==> src/rtl/sr_defs.sv <==
// Shared definitions for the shift-register control blocks.
//   sr_state_e  : frame sequencer states
//   src_vec_t   : per-source vector (requests, grants, done pulses)
//   src_onehot  : source index -> one-hot source vector
package sr_defs;

  localparam int SRC_N = 2;

  typedef enum logic [2:0] {
    ST_IDLE,
    ST_LOAD,
    ST_SETTLE,
    ST_WAIT,
    ST_LATCH,
    ST_GAP
  } sr_state_e;

  typedef logic [SRC_N-1:0] src_vec_t;

  function automatic src_vec_t src_onehot(input logic idx);
    return idx ? src_vec_t'(2'b10) : src_vec_t'(2'b01);
  endfunction

endpackage

==> src/rtl/sr_arbiter_rr_arb2.sv <==
// Two-way round-robin selector (purely combinational).
//   req  : request per source
//   last : index of the source served most recently
//   gnt  : one-hot winner, zero when nobody requests
import sr_defs::*;

module rr_arb2 (
  input  src_vec_t req,
  input  logic     last,
  output src_vec_t gnt
);

  always_comb begin
    // NOTE: every always_comb output gets a default first so no path can
    // leave it unassigned, which would otherwise infer a latch.
    gnt = '0;
    case (req)
      2'b01:   gnt = 2'b01;
      2'b10:   gnt = 2'b10;
      // On a tie the source that was not served last takes the turn.
      2'b11:   gnt = last ? 2'b01 : 2'b10;
      default: gnt = '0;
    endcase
  end

endmodule

==> src/rtl/sr_arbiter.sv <==
// Frame arbiter for a shared shift register. Two sources request frames of
// up to 2^LENW words; the winner's words are loaded one at a time, each load
// waiting for the shift register to finish, then the output latch is strobed
// and the source gets a done pulse. GAP idle cycles follow every latch.
//   i_clk, i_rst       : clock, synchronous active-high reset
//   i_req[1:0]         : level frame request per source
//   i_len0, i_len1     : frame length per source (L means L+1 words)
//   i_srbusy           : shift register is busy shifting
//   o_gnt[1:0]         : one-hot grant, held for the whole frame
//   o_srcsel           : granted source index (data mux select)
//   o_wsel             : word index within the frame
//   o_srload           : one-cycle shift-register load strobe
//   o_latch            : one-cycle output latch strobe at end of frame
//   o_done[1:0]        : one-cycle completion pulse to the served source
import sr_defs::*;

module sr_arbiter #(
  parameter int LENW = 3,
  parameter int GAP  = 4
) (
  input  logic            i_clk,
  input  logic            i_rst,
  input  logic [1:0]      i_req,
  input  logic [LENW-1:0] i_len0,
  input  logic [LENW-1:0] i_len1,
  input  logic            i_srbusy,
  output logic [1:0]      o_gnt,
  output logic            o_srcsel,
  output logic [LENW-1:0] o_wsel,
  output logic            o_srload,
  output logic            o_latch,
  output logic [1:0]      o_done
);

  localparam int GAP_LAST_I = (GAP > 0) ? GAP - 1 : 0;
  localparam int GCW        = (GAP_LAST_I > 0) ? $clog2(GAP_LAST_I + 1) : 1;
  localparam logic [GCW-1:0] GAP_LAST = GCW'(GAP_LAST_I);

  sr_state_e       state_q, state_d;
  logic [LENW-1:0] len_q, len_d;
  logic [GCW-1:0]  gap_q, gap_d;
  logic            last_q, last_d;

  src_vec_t        gnt_d, done_d, arb_gnt;
  logic            srcsel_d, srload_d, latch_d;
  logic [LENW-1:0] wsel_d;

  rr_arb2 u_rr_arb2 (
    .req  (i_req),
    .last (last_q),
    .gnt  (arb_gnt)
  );

  // Every output is computed as the value it must hold in the next state,
  // so the strobes come out of flops aligned with the state they belong to.
  always_comb begin
    state_d  = state_q;
    len_d    = len_q;
    gap_d    = gap_q;
    last_d   = last_q;
    gnt_d    = o_gnt;
    srcsel_d = o_srcsel;
    wsel_d   = o_wsel;
    srload_d = 1'b0;
    latch_d  = 1'b0;
    done_d   = '0;

    case (state_q)
      ST_IDLE: begin
        if ((|i_req) && !i_srbusy) begin
          state_d  = ST_LOAD;
          gnt_d    = arb_gnt;
          srcsel_d = arb_gnt[1];
          len_d    = arb_gnt[1] ? i_len1 : i_len0;
          wsel_d   = '0;
          srload_d = 1'b1;
        end
      end

      ST_LOAD:   state_d = ST_SETTLE;

      // Busy may not have risen yet right after a load, so SETTLE ignores it.
      ST_SETTLE: state_d = ST_WAIT;

      ST_WAIT: begin
        if (!i_srbusy) begin
          if (o_wsel == len_q) begin
            state_d = ST_LATCH;
            latch_d = 1'b1;
            done_d  = src_onehot(o_srcsel);
          end else begin
            state_d  = ST_LOAD;
            wsel_d   = o_wsel + 1'b1;
            srload_d = 1'b1;
          end
        end
      end

      ST_LATCH: begin
        gnt_d   = '0;
        wsel_d  = '0;
        last_d  = o_srcsel;
        gap_d   = '0;
        state_d = (GAP == 0) ? ST_IDLE : ST_GAP;
      end

      ST_GAP: begin
        if (gap_q == GAP_LAST) state_d = ST_IDLE;
        else                   gap_d   = gap_q + 1'b1;
      end

      default: state_d = ST_IDLE;
    endcase
  end

  // NOTE: sequential state uses non-blocking assignments so every flop
  // samples pre-edge values regardless of statement order.
  always_ff @(posedge i_clk) begin
    if (i_rst) begin
      state_q  <= ST_IDLE;
      len_q    <= '0;
      gap_q    <= '0;
      last_q   <= 1'b1;
      o_gnt    <= '0;
      o_srcsel <= 1'b0;
      o_wsel   <= '0;
      o_srload <= 1'b0;
      o_latch  <= 1'b0;
      o_done   <= '0;
    end else begin
      state_q  <= state_d;
      len_q    <= len_d;
      gap_q    <= gap_d;
      last_q   <= last_d;
      o_gnt    <= gnt_d;
      o_srcsel <= srcsel_d;
      o_wsel   <= wsel_d;
      o_srload <= srload_d;
      o_latch  <= latch_d;
      o_done   <= done_d;
    end
  end

endmodule

==> config.mk <==
export PLATFORM = sky130hd
export DESIGN_NAME = sr_arbiter
export DESIGN_NICKNAME = d
export VERILOG_FILES = /design/src/rtl/sr_defs.sv /design/src/rtl/sr_arbiter_rr_arb2.sv /design/src/rtl/sr_arbiter.sv
export SDC_FILE = /design/constraint.sdc
export NUM_CORES = 1
export LEC_CHECK = 0
export BUFFER_PORTS_ARGS = -buffer_cell sky130_fd_sc_hd__buf_2
export CORE_AREA = 3 3 43 61
export CTS_CLUSTER_DIAMETER = 120
export DETAILED_ROUTE_END_ITERATION = 8
export DIE_AREA = 0 0 46 64
export PLACE_DENSITY_LB_ADDON = 0.1
export SLEW_MARGIN = 20
export SYNTH_ARGS = -nofsm -noshare
export SYNTH_HDL_FRONTEND = slang
export SYNTH_SLANG_ARGS = --single-unit
==> constraint.sdc <==
create_clock -name i_clk -period 1.3 [get_ports i_clk]
set_clock_uncertainty 0.05 [all_clocks]
set_input_delay 0.065 -clock i_clk [delete_from_list [all_inputs] [get_ports i_clk]]
set_output_delay 0.065 -clock i_clk [all_outputs]
set_load 0.01 [all_outputs]
==> results of run 1 <==
layout by cell type, fill, tap and decap left out, types with 2 or more instances in the layout:
master and count:
a211oi_1 3, nand2b_1 2, o21bai_1 2, clkbuf_4 3, nor3_2 2, inv_1 3
nor4_1 2, dfxtp_4 4, o21ai_1 2, dfxtp_1 10, xor2_2 2, buf_4 23
a21oi_1 8, buf_6 2, buf_2 20, and2_1 2, nor3_4 2, dfxtp_2 5
nor2_1 6, nand2_1 6, mux2i_1 4
registers in the layout (all words and copies together), names as in the netlist:
signal	flops
o_gnt	2
o_srcsel	1
o_wsel	3
state_q	3
last_q	1
o_srload	1
o_done	2
o_latch	1
len_q	3
gap_q	2
cell families after synthesis:
kind of cell	after synthesis	synth area share, %
AOI/OAI and AO/OA	28	21.2
xor gates and xnor gates	5	4.44
adders and majority gates	2	2.53
buffers and inverters	8	4.69
DFF	19	38.5
muxes	4	4.06
and+or+nand+nor	37	24.6
critical path, stage by stage (launching register included):
cell      delay, ns
dfxtp_4        0.38
xor2_4         0.20
or3_4          0.42
o21bai_4       0.13
a221oi_2       0.06
through the flow:
step | power [mW] | worst slack (ns) | area (sq um) | TNS [ns] | utilization (%)
floorplan | 0.829 | -0.0326 | 1020 | -0.0618 | -
global placement | 0.941 | -0.0877 | 1270 | -0.373 | 59.1
detailed placement | 0.945 | -0.103 | 1270 | -0.544 | 59.1
CTS | 1.26 | -0.0646 | 1360 | -0.276 | 63.0
global route | 1.37 | -0.127 | 1430 | -0.826 | 66.3
finish | 1.28 | -0.0566 | 1430 | -0.198 | 66.3
path summary, 6_finish.rpt:
| check | from | end | slack, ns | cells after the start |
|---|---|---|---|---|
| worst max-delay path | o_wsel[0] | state_q[0] | -0.06 | 4 |
| worst max register to register | o_wsel[0] | state_q[0] | -0.06 | 4 |
| worst min register to register | o_gnt[1] | o_gnt[1] | 0.42 | 2 |
| worst min-delay path | i_len0[2] | len_q[2] | 0.04 | 3 |
where the power goes:
part           leakage [nW]  total [mW]  switching [mW]  internal, mW
logic                 0.451       0.356           0.167         0.188
clock network        0.0150       0.291           0.171         0.119
registers             0.160       0.637          0.0297         0.607
total                 0.626        1.28           0.368         0.915
per-layer routing:
metal,part of all wire (%),wire length (um),GRT usage (%),vias up
met1,43,964,23.0,422
met3,4.2,94,2.54,4
met5,0,0,0,-
li1,-,-,-,466
met2,51,1160,28.1,22
met4,1.7,39,5.69,0
final cells by class:
type | count | area share, %
clock buffer | 4 | 1.84
timing repair buffer | 46 | 21.4
inverter | 3 | 0.789
tap | 22 | 1.93
multi-input combinational | 76 | 45.9
sequential | 19 | 28.2
cell usage after synthesis (2+ instances only):
master    instances  area, sq um
mux2i_1           4         40.0
dfxtp_1          19          380
a21oi_1           9         45.0
nor2_1            7         26.3
and2_1            3         18.8
nor4_1            2         12.5
nand2_1           6         22.5
o21bai_1          2         15.0
ha_1              2         25.0
buf_4             2         15.0
a211oi_1          3         22.5
nand2b_1          2         12.5
inv_1             3         11.3
nor3_4            2         32.5
and3b_1           2         17.5
nor3_1            2         10.0
xor2_1            4         35.0
what timing repair did:
item / 4_1_cts / 5_1_grt
pin swaps: 8 / 4
endpoints found under the hold margin: 2 / 0
buffers inserted: 1 / 2
gates resized for setup: 15 / 13
hold buffers: 1 / 0
setup endpoints to repair: 14 / 15
==> impl_metrics.xml, run 1 <==
<?xml version="1.0" encoding="UTF-8"?>
<metrics>
  <group name="critical_path">
    <metric name="critPathRequiredTime" unit="ns">1.42</metric>
    <metric name="crit_fanout" unit="">4</metric>
    <metric name="worst_setup_path_start_kind" unit="">flip-flop</metric>
    <metric name="path_class" unit="">reg -&gt; reg</metric>
    <metric name="worstPathArrival" unit="ns">1.47</metric>
    <metric name="cp-end-kind" unit="">flip-flop</metric>
  </group>
  <group name="cts">
    <metric name="clk_pin_slew" unit="ns">0.10</metric>
    <metric name="clock_insertion_delay_worst_skew" unit="ns">0.29</metric>
    <metric name="total_number_of_clock_tree_sinks" unit="">19</metric>
    <metric name="tritoncts" unit="">yes</metric>
    <metric name="cts_h_tree_depth" unit="">1</metric>
    <metric name="cts_max_path_buffers" unit="">2</metric>
    <metric name="cts_inserted_buffers" unit="">3</metric>
    <metric name="cts-root-buf" unit="">clkbuf_4</metric>
  </group>
  <group name="drt">
    <metric name="postRouteWirelength" unit="mm">2.26</metric>
    <metric name="via_count" unit="">914</metric>
    <metric name="drc_errors" unit="">0</metric>
    <metric name="drt-initial-drc-count" unit="">20</metric>
    <metric name="postRouteAntennaNets" unit="">0</metric>
    <metric name="drt_pass1_iterations" unit="">4</metric>
    <metric name="post_drt_via_cell_ratio" unit="">5.38</metric>
    <metric name="routed_wire_length_per_instance" unit="um">13.3</metric>
  </group>
  <group name="synthesis">
    <metric name="postSynthNetCount" unit="">116</metric>
    <metric name="synthesis.yosys.warnings" unit="">0</metric>
    <metric name="synth.ff_latch_count" unit="">19</metric>
    <metric name="synth_edf_count" unit="">0</metric>
    <metric name="synth.yosys.seq_area_share" unit="%">38.5</metric>
    <metric name="synthCells" unit="">103</metric>
    <metric name="avgSynthCellArea" unit="sq um">9.58</metric>
    <metric name="post_synth_design_cell_area" unit="sq um">987</metric>
    <metric name="synth_async_sr_flop_share" unit="%">0</metric>
    <metric name="post_synth_num_cell_types" unit="">46</metric>
    <metric name="synth-main-ff-cell" unit="">dfxtp_1</metric>
  </group>
  <group name="finish">
    <metric name="antenna_cells_inserted" unit="">0</metric>
    <metric name="sequential_cell_area" unit="sq um">402</metric>
    <metric name="combined_area_of_the_multi_input_logic_cells" unit="sq um">654</metric>
    <metric name="design.final.nets" unit="">162</metric>
    <metric name="area.growth.synth_to_final" unit="%">44.5</metric>
    <metric name="fillerInstances" unit="">171</metric>
    <metric name="final-instance-count-excl-fill" unit="">170</metric>
    <metric name="proportion_of_layout_cells_with_a_drive_suffix_above_1" unit="%">55.4</metric>
  </group>
  <group name="sta">
    <metric name="final.hold.worst_slack" unit="ns">0.0430</metric>
    <metric name="setup_viol" unit="">5</metric>
    <metric name="rsz0062_at_grt" unit="">yes</metric>
    <metric name="post-route-period-util" unit="%">104</metric>
    <metric name="max-slew-margin-rel" unit="%">78.1</metric>
    <metric name="max_slew.worst_pin.slew" unit="ns">0.329</metric>
    <metric name="highest_clock_rate" unit="MHz">737</metric>
    <metric name="fin_ws" unit="ns">-0.0566</metric>
    <metric name="drv_slew" unit="">0</metric>
    <metric name="hold_violations" unit="">0</metric>
    <metric name="final.min_clock_period" unit="ns">1.36</metric>
  </group>
  <group name="global_routing">
    <metric name="track_usage" unit="%">17.4</metric>
    <metric name="grt_start_max_net_pins" unit="">18</metric>
    <metric name="grt-ovfl-total" unit="">0</metric>
    <metric name="global_route_wire_length_before_repair" unit="mm">3.82</metric>
    <metric name="grt_pass1_vias" unit="">904</metric>
    <metric name="grt_antenna_before_repair" unit="">0</metric>
  </group>
  <group name="pwr">
    <metric name="irDropWorstVdd" unit="mV">0.651</metric>
    <metric name="leakagePower" unit="nW">0.626</metric>
    <metric name="powerDensity" unit="nW/um^2">900</metric>
  </group>
  <group name="outcome">
    <metric name="run_status" unit="">complete, but fails checks</metric>
    <metric name="violations_in_the_final_reports" unit="">negative setup slack</metric>
  </group>
  <group name="placement">
    <metric name="gp_congestion" unit="">0.799</metric>
    <metric name="number_of_buffers_inserted_by_port_buffering" unit="">20</metric>
    <metric name="dp_hpwl" unit="mm">1.65</metric>
    <metric name="placed_cells" unit="">162</metric>
  </group>
  <group name="worst_hold_path">
    <metric name="timing.hold.worst.class" unit="">in -&gt; reg</metric>
  </group>
  <group name="die">
    <metric name="initial_cell_density_of_the_core" unit="%">45.9</metric>
    <metric name="die_h" unit="um">64</metric>
    <metric name="core" unit="sq um">2150</metric>
    <metric name="die_x" unit="um">46</metric>
    <metric name="die_area" unit="sq um">2940</metric>
    <metric name="num_io_pins" unit="">21</metric>
    <metric name="count_of_standard_cell_rows" unit="">20</metric>
  </group>
  <group name="job">
    <metric name="drv.max_cap_violation_count" unit="">0</metric>
  </group>
</metrics>
(Power assumes the default switching activity.)
==> run 2, diff against run 1 <==
--- a/config.mk
+++ b/config.mk
@@ -6,11 +6,13 @@
 export NUM_CORES = 1
 export LEC_CHECK = 0
 export BUFFER_PORTS_ARGS = -buffer_cell sky130_fd_sc_hd__buf_2
+export CAP_MARGIN = 20
 export CORE_AREA = 3 3 43 61
 export CTS_CLUSTER_DIAMETER = 120
 export DETAILED_ROUTE_END_ITERATION = 8
 export DIE_AREA = 0 0 46 64
 export PLACE_DENSITY_LB_ADDON = 0.1
+export SKIP_LAST_GASP = 1
 export SLEW_MARGIN = 20
 export SYNTH_ARGS = -nofsm -noshare
 export SYNTH_HDL_FRONTEND = slang
==> run 2 against run 1 <==
The flow still finishes with violations (negative setup slack). Sequential share of layout area did not move. Wire length did not move. Final area did not move. Cell count did not move. Sequential cell count did not move. Critical endpoint unchanged. Largest cell class unchanged.
==> impl_metrics.xml, run 2 (same netlist as run 1, synthesis figures left out) <==
<?xml version="1.0" encoding="UTF-8"?>
<metrics>
  <group name="outcome">
    <metric name="run_status" unit="">complete, but fails checks</metric>
    <metric name="violations_in_the_final_reports" unit="">negative setup slack</metric>
  </group>
  <group name="sta">
    <metric name="setup_viol" unit="">5</metric>
    <metric name="drv_slew" unit="">0</metric>
    <metric name="max-slew-margin-rel" unit="%">78.1</metric>
    <metric name="fin_ws" unit="ns">-0.0566</metric>
    <metric name="rsz0062_at_grt" unit="">yes</metric>
    <metric name="totalNegativeSetupSlack" unit="ns">-0.198</metric>
    <metric name="final.hold.worst_slack" unit="ns">0.0430</metric>
    <metric name="hold_violations" unit="">0</metric>
    <metric name="final.min_clock_period" unit="ns">1.36</metric>
    <metric name="max_slew.worst_pin.slew" unit="ns">0.329</metric>
    <metric name="post-route-period-util" unit="%">104</metric>
    <metric name="highest_clock_rate" unit="MHz">737</metric>
  </group>
  <group name="drt">
    <metric name="postRouteAntennaNets" unit="">0</metric>
    <metric name="drt-initial-drc-count" unit="">19</metric>
    <metric name="drt_pass1_iterations" unit="">4</metric>
    <metric name="via_count" unit="">914</metric>
    <metric name="drc_errors" unit="">0</metric>
    <metric name="postRouteWirelength" unit="mm">2.26</metric>
    <metric name="routed_wire_length_per_instance" unit="um">13.3</metric>
    <metric name="post_drt_via_cell_ratio" unit="">5.38</metric>
  </group>
  <group name="critical_path">
    <metric name="timing.rr.start" unit="">o_wsel[0]</metric>
    <metric name="critPathRequiredTime" unit="ns">1.42</metric>
    <metric name="crit_fanout" unit="">4</metric>
    <metric name="crit_family" unit="">simple AND/OR/NAND/NOR gates</metric>
    <metric name="worst_path_depth" unit="">4</metric>
    <metric name="cp_num_buf_inv" unit="">0</metric>
    <metric name="slowest_delay" unit="ns">0.42</metric>
    <metric name="worstPathArrival" unit="ns">1.47</metric>
    <metric name="path_class" unit="">reg -&gt; reg</metric>
    <metric name="cp-end-kind" unit="">flip-flop</metric>
    <metric name="r2r_cells" unit="">4</metric>
    <metric name="setup.worst_path.start" unit="">o_wsel[0]</metric>
    <metric name="crit_chain" unit="">xor2_4 &gt; or3_4 &gt; o21bai_4 &gt; a221oi_2</metric>
    <metric name="crit_path_slowest_cell" unit="">or3_4</metric>
    <metric name="worst_setup_path_start_kind" unit="">flip-flop</metric>
  </group>
  <group name="placement">
    <metric name="detailedPlace.worstSlack" unit="ns">-0.103</metric>
    <metric name="dpl-instance-area" unit="sq um">1270</metric>
    <metric name="dp_hpwl" unit="mm">1.65</metric>
    <metric name="gp_congestion" unit="">0.799</metric>
    <metric name="number_of_buffers_inserted_by_port_buffering" unit="">20</metric>
    <metric name="placed_cells" unit="">162</metric>
  </group>
  <group name="cts">
    <metric name="clk_pin_slew" unit="ns">0.10</metric>
    <metric name="cts-root-buf" unit="">clkbuf_4</metric>
    <metric name="clock_insertion_delay_worst_skew" unit="ns">0.29</metric>
    <metric name="cts_h_tree_depth" unit="">1</metric>
    <metric name="total_number_of_clock_tree_sinks" unit="">19</metric>
    <metric name="cts_inserted_buffers" unit="">3</metric>
    <metric name="cts_max_path_buffers" unit="">2</metric>
    <metric name="tritoncts" unit="">yes</metric>
  </group>
  <group name="die">
    <metric name="die_area" unit="sq um">2940</metric>
    <metric name="die_x" unit="um">46</metric>
    <metric name="core" unit="sq um">2150</metric>
    <metric name="initial_cell_density_of_the_core" unit="%">45.9</metric>
    <metric name="die_h" unit="um">64</metric>
    <metric name="count_of_standard_cell_rows" unit="">20</metric>
    <metric name="num_io_pins" unit="">21</metric>
  </group>
  <group name="finish">
    <metric name="combined_area_of_the_multi_input_logic_cells" unit="sq um">654</metric>
    <metric name="largest_registers" unit="">len_q x3, o_wsel x3, state_q x3</metric>
    <metric name="antenna_cells_inserted" unit="">0</metric>
    <metric name="fillerInstances" unit="">171</metric>
    <metric name="mostFrequentLayoutCells" unit="">23 x buf_4, 20 x buf_2, 10 x dfxtp_1, 8 x a21oi_1</metric>
    <metric name="most_common_cell_after_layout_fill_and_taps_aside" unit="">buf_4</metric>
    <metric name="area.growth.synth_to_final" unit="%">44.5</metric>
    <metric name="sequential_cell_area" unit="sq um">402</metric>
    <metric name="final-instance-count-excl-fill" unit="">170</metric>
    <metric name="final_util" unit="%">66.3</metric>
    <metric name="proportion_of_layout_cells_with_a_drive_suffix_above_1" unit="%">55.4</metric>
    <metric name="postLayoutCellArea" unit="sq um">1430</metric>
    <metric name="design.final.nets" unit="">162</metric>
  </group>
  <group name="global_routing">
    <metric name="grt_start_max_net_pins" unit="">18</metric>
    <metric name="grt_pass1_vias" unit="">904</metric>
    <metric name="grt-ovfl-total" unit="">0</metric>
    <metric name="global_route_wire_length_before_repair" unit="mm">3.82</metric>
    <metric name="track_usage" unit="%">17.4</metric>
    <metric name="grt_antenna_before_repair" unit="">0</metric>
  </group>
  <group name="pwr">
    <metric name="irDropWorstVdd" unit="mV">0.651</metric>
    <metric name="leakagePower" unit="nW">0.626</metric>
    <metric name="power_frac_comb" unit="%">27.7</metric>
    <metric name="p_int" unit="mW">0.915</metric>
    <metric name="power.total" unit="mW">1.28</metric>
    <metric name="sw_share" unit="%">28.7</metric>
    <metric name="clock_power_share" unit="%">22.6</metric>
    <metric name="switching_power" unit="mW">0.368</metric>
    <metric name="powerDensity" unit="nW/um^2">900</metric>
    <metric name="seqPwrFrac" unit="%">49.7</metric>
  </group>
  <group name="worst_hold_path">
    <metric name="hp-start" unit="">i_len0[2]</metric>
    <metric name="timing.hold.worst.class" unit="">in -&gt; reg</metric>
    <metric name="worstHoldPathCells" unit="">3</metric>
  </group>
  <group name="job">
    <metric name="drv.max_cap_violation_count" unit="">0</metric>
  </group>
</metrics>
## run 2: per-layer routing
metal	vias to the layer above	part of all wire, %	wire [um]	GRT usage, %
li1	466	-	-	-
met1	422	43	964	23.0
met2	22	51	1160	28.1
met3	4	4.2	94	2.54
met4	0	1.7	39	5.69
met5	-	0	0	0
## run 2: tightest hold or removal path: cells and delay by family
kind	cells	cell delay, ns
multiplexers	1	0.11
buffers and inverters	1	0.09
AO/OA/AOI/OAI	1	0.08
## run 2: repair_timing
action                                 in CTS  in global routing
hold buffers                                1                  0
buffers inserted                            1                  2
pin swaps                                   8                  4
setup endpoints to repair                  14                 15
gates resized for setup                    15                 13
endpoints found under the hold margin       2                  0
## run 2: area by class of cell
type	instances	share of cell area (%)
clock buffer	4	1.84
inverter	3	0.789
multi-input combinational	76	45.9
sequential	19	28.2
tap	22	1.93
timing repair buffer	46	21.4
## run 2: power groups by stage
| stage | clock network, mW | logic [mW] | registers, mW |
|---|---|---|---|
| floorplan | 0 | 0.189 | 0.640 |
| global placement | 0 | 0.294 | 0.646 |
| detailed placement | 0 | 0.298 | 0.646 |
| CTS | 0.306 | 0.318 | 0.636 |
| global route | 0.337 | 0.390 | 0.641 |
| finish | 0.291 | 0.356 | 0.637 |
## run 2: final timing paths
check                    end  slack (ns)
setup / recovery  state_q[0]       -0.06
hold / removal      len_q[2]        0.04
setup reg to reg  state_q[0]       -0.06
hold reg to reg     o_gnt[1]        0.42
==> run 3, diff against run 2 <==
--- a/config.mk
+++ b/config.mk
@@ -11,7 +11,7 @@
 export CTS_CLUSTER_DIAMETER = 120
 export DETAILED_ROUTE_END_ITERATION = 8
 export DIE_AREA = 0 0 46 64
-export PLACE_DENSITY_LB_ADDON = 0.1
+export PLACE_DENSITY = 0.7
 export SKIP_LAST_GASP = 1
 export SLEW_MARGIN = 20
 export SYNTH_ARGS = -nofsm -noshare
==> run 3 against run 2 <==
Sequential power is 1% higher. Highest routed layer unchanged. Core utilization down 0.99 points. Clock-buffer cell count stayed put. Hold slack worse by 0.021 ns. Non-clock buffer count decreased by 6. Register-to-register slack worse by 0.07 ns. The run still ends with negative setup slack left. Wire length increased by 5.3%. Sequential share of layout area is 0.52 points higher. Largest power group unchanged. Combinational power down 11%. Power shrank 0.72%.
==> impl_metrics.xml, run 3 (same netlist as run 1, synthesis figures left out) <==
<?xml version="1.0" encoding="UTF-8"?>
<metrics>
  <group name="outcome">
    <metric name="run_status" unit="">complete, but fails checks</metric>
    <metric name="violations_in_the_final_reports" unit="">negative setup slack</metric>
  </group>
  <group name="sta">
    <metric name="hold_violations" unit="">0</metric>
    <metric name="highest_clock_rate" unit="MHz">701</metric>
    <metric name="rsz0062_at_grt" unit="">yes</metric>
    <metric name="post-route-period-util" unit="%">110</metric>
    <metric name="setup_viol" unit="">7</metric>
    <metric name="final.hold.worst_slack" unit="ns">0.0222</metric>
    <metric name="max-slew-margin-rel" unit="%">75.6</metric>
    <metric name="drv_slew" unit="">0</metric>
    <metric name="fin_ws" unit="ns">-0.127</metric>
    <metric name="final.min_clock_period" unit="ns">1.43</metric>
    <metric name="max_slew.worst_pin.slew" unit="ns">0.366</metric>
    <metric name="totalNegativeSetupSlack" unit="ns">-0.498</metric>
  </group>
  <group name="critical_path">
    <metric name="r2r_slack" unit="ns">-0.13</metric>
    <metric name="critPathRequiredTime" unit="ns">1.43</metric>
    <metric name="cp-end-kind" unit="">flip-flop</metric>
    <metric name="timing.rr.start" unit="">len_q[2]</metric>
    <metric name="worst_setup_path_start_kind" unit="">flip-flop</metric>
    <metric name="critPathCapture" unit="">state_q[2]</metric>
    <metric name="crit_fanout" unit="">3</metric>
    <metric name="path_class" unit="">reg -&gt; reg</metric>
    <metric name="worstPathArrival" unit="ns">1.56</metric>
    <metric name="setup.worst_path.start" unit="">len_q[2]</metric>
    <metric name="worstReg2RegEnd" unit="">state_q[2]</metric>
    <metric name="r2r_cells" unit="">4</metric>
  </group>
  <group name="finish">
    <metric name="area.growth.synth_to_final" unit="%">42.3</metric>
    <metric name="design.final.nets" unit="">156</metric>
    <metric name="antenna_cells_inserted" unit="">0</metric>
    <metric name="mostFrequentLayoutCells" unit="">20 x buf_2, 18 x buf_4, 9 x dfxtp_1, 7 x nor2_1</metric>
    <metric name="proportion_of_layout_cells_with_a_drive_suffix_above_1" unit="%">54.9</metric>
    <metric name="largest_registers" unit="">len_q x3, o_wsel x3, state_q x3</metric>
    <metric name="most_common_cell_after_layout_fill_and_taps_aside" unit="">buf_2</metric>
  </group>
  <group name="cts">
    <metric name="cts_inserted_buffers" unit="">3</metric>
    <metric name="clock_insertion_delay_worst_skew" unit="ns">0.31</metric>
    <metric name="cts_h_tree_depth" unit="">1</metric>
    <metric name="tritoncts" unit="">yes</metric>
    <metric name="clk_pin_slew" unit="ns">0.11</metric>
    <metric name="total_number_of_clock_tree_sinks" unit="">19</metric>
    <metric name="cts-root-buf" unit="">clkbuf_4</metric>
    <metric name="cts_max_path_buffers" unit="">2</metric>
  </group>
  <group name="die">
    <metric name="die_h" unit="um">64</metric>
    <metric name="die_area" unit="sq um">2940</metric>
    <metric name="initial_cell_density_of_the_core" unit="%">45.9</metric>
    <metric name="num_io_pins" unit="">21</metric>
    <metric name="core" unit="sq um">2150</metric>
    <metric name="count_of_standard_cell_rows" unit="">20</metric>
    <metric name="die_x" unit="um">46</metric>
  </group>
  <group name="pwr">
    <metric name="irDropWorstVdd" unit="mV">0.609</metric>
    <metric name="leakagePower" unit="nW">0.593</metric>
    <metric name="powerDensity" unit="nW/um^2">907</metric>
  </group>
  <group name="global_routing">
    <metric name="grt_start_max_net_pins" unit="">18</metric>
    <metric name="grt_antenna_before_repair" unit="">0</metric>
    <metric name="track_usage" unit="%">17.4</metric>
    <metric name="grt-ovfl-total" unit="">0</metric>
    <metric name="grt_pass1_vias" unit="">859</metric>
    <metric name="global_route_wire_length_before_repair" unit="mm">3.80</metric>
  </group>
  <group name="drt">
    <metric name="postRouteAntennaNets" unit="">0</metric>
    <metric name="routed_wire_length_per_instance" unit="um">14.5</metric>
    <metric name="drt_pass1_iterations" unit="">4</metric>
    <metric name="drt-initial-drc-count" unit="">17</metric>
    <metric name="postRouteWirelength" unit="mm">2.38</metric>
    <metric name="via_count" unit="">899</metric>
    <metric name="post_drt_via_cell_ratio" unit="">5.48</metric>
    <metric name="drc_errors" unit="">0</metric>
  </group>
  <group name="worst_hold_path">
    <metric name="timing.hold.worst.class" unit="">in -&gt; reg</metric>
  </group>
  <group name="job">
    <metric name="drv.max_cap_violation_count" unit="">0</metric>
  </group>
  <group name="placement">
    <metric name="number_of_buffers_inserted_by_port_buffering" unit="">20</metric>
    <metric name="dp_hpwl" unit="mm">1.57</metric>
    <metric name="gp_congestion" unit="">0.773</metric>
  </group>
</metrics>
==> run 3: changes by cell type in the layout (fill, tap and decap cells not counted), sizes merged <==
cell  before  now
buf       45   39
==> run 3: worst min-delay path by stage <==
stage               slack, ns  depth (start not counted)      start          to
finish                   0.02                          3  i_len0[0]    len_q[0]
global route             0.03                          3  i_len0[0]    len_q[0]
CTS                      0.03                          3  i_len0[0]    len_q[0]
detailed placement       0.29                          2   i_srbusy     o_latch
global placement         0.29                          2   i_srbusy     o_latch
floorplan                0.08                          1      i_rst  state_q[0]
==> run 3: critical path: stages, from the launching register on <==
cell	delay [ns]
dfxtp_2	0.35
xor2_2	0.20
nor3_2	0.21
a21oi_2	0.08
a2111oi_2	0.41
==> run 3: area by class of cell <==
type                       instances  area, sq um
clock buffer                       4         26.3
fill                             169          747
inverter                           3         11.3
multi-input combinational         76          681
sequential                        19          403
tap                               22         27.5
timing repair buffer              40          256
==> run 3: routing by layer <==
metal  share of wire [%]  global-route usage (%)
met5                   0                       0
met4                 3.1                    9.61
met3                 3.3                    2.82
met2                  52                    28.4
met1                  41                    20.6
==> run 3: power breakdown <==
part / switching [mW] / internal (mW)
clock: 0.193 / 0.120
combinational: 0.159 / 0.157
sequential: 0.0350 / 0.610
==> run 3: repair_timing <==
item | CTS | global route
pin swaps | 2 | 12
endpoints found under the hold margin | 2 | 0
setup endpoints to repair | 16 | 17
hold buffers | 1 | 0
buffers inserted | 0 | 6
gates resized for setup | 11 | 19
==> run 3: metrics by stage <==
stage	power (mW)	setup slack (ns)	cells	cell area, sq um	util [%]
4_1_cts	1.23	-0.0827	158	1270	59.1
6_report	1.27	-0.127	164	1410	65.3
2_1_floorplan	0.829	-0.0326	103	1020	-
3_3_place_gp	0.899	-0.119	153	1200	56.0
3_5_place_dp	0.906	-0.130	153	1200	56.0
5_1_grt	1.36	-0.179	164	1410	65.3
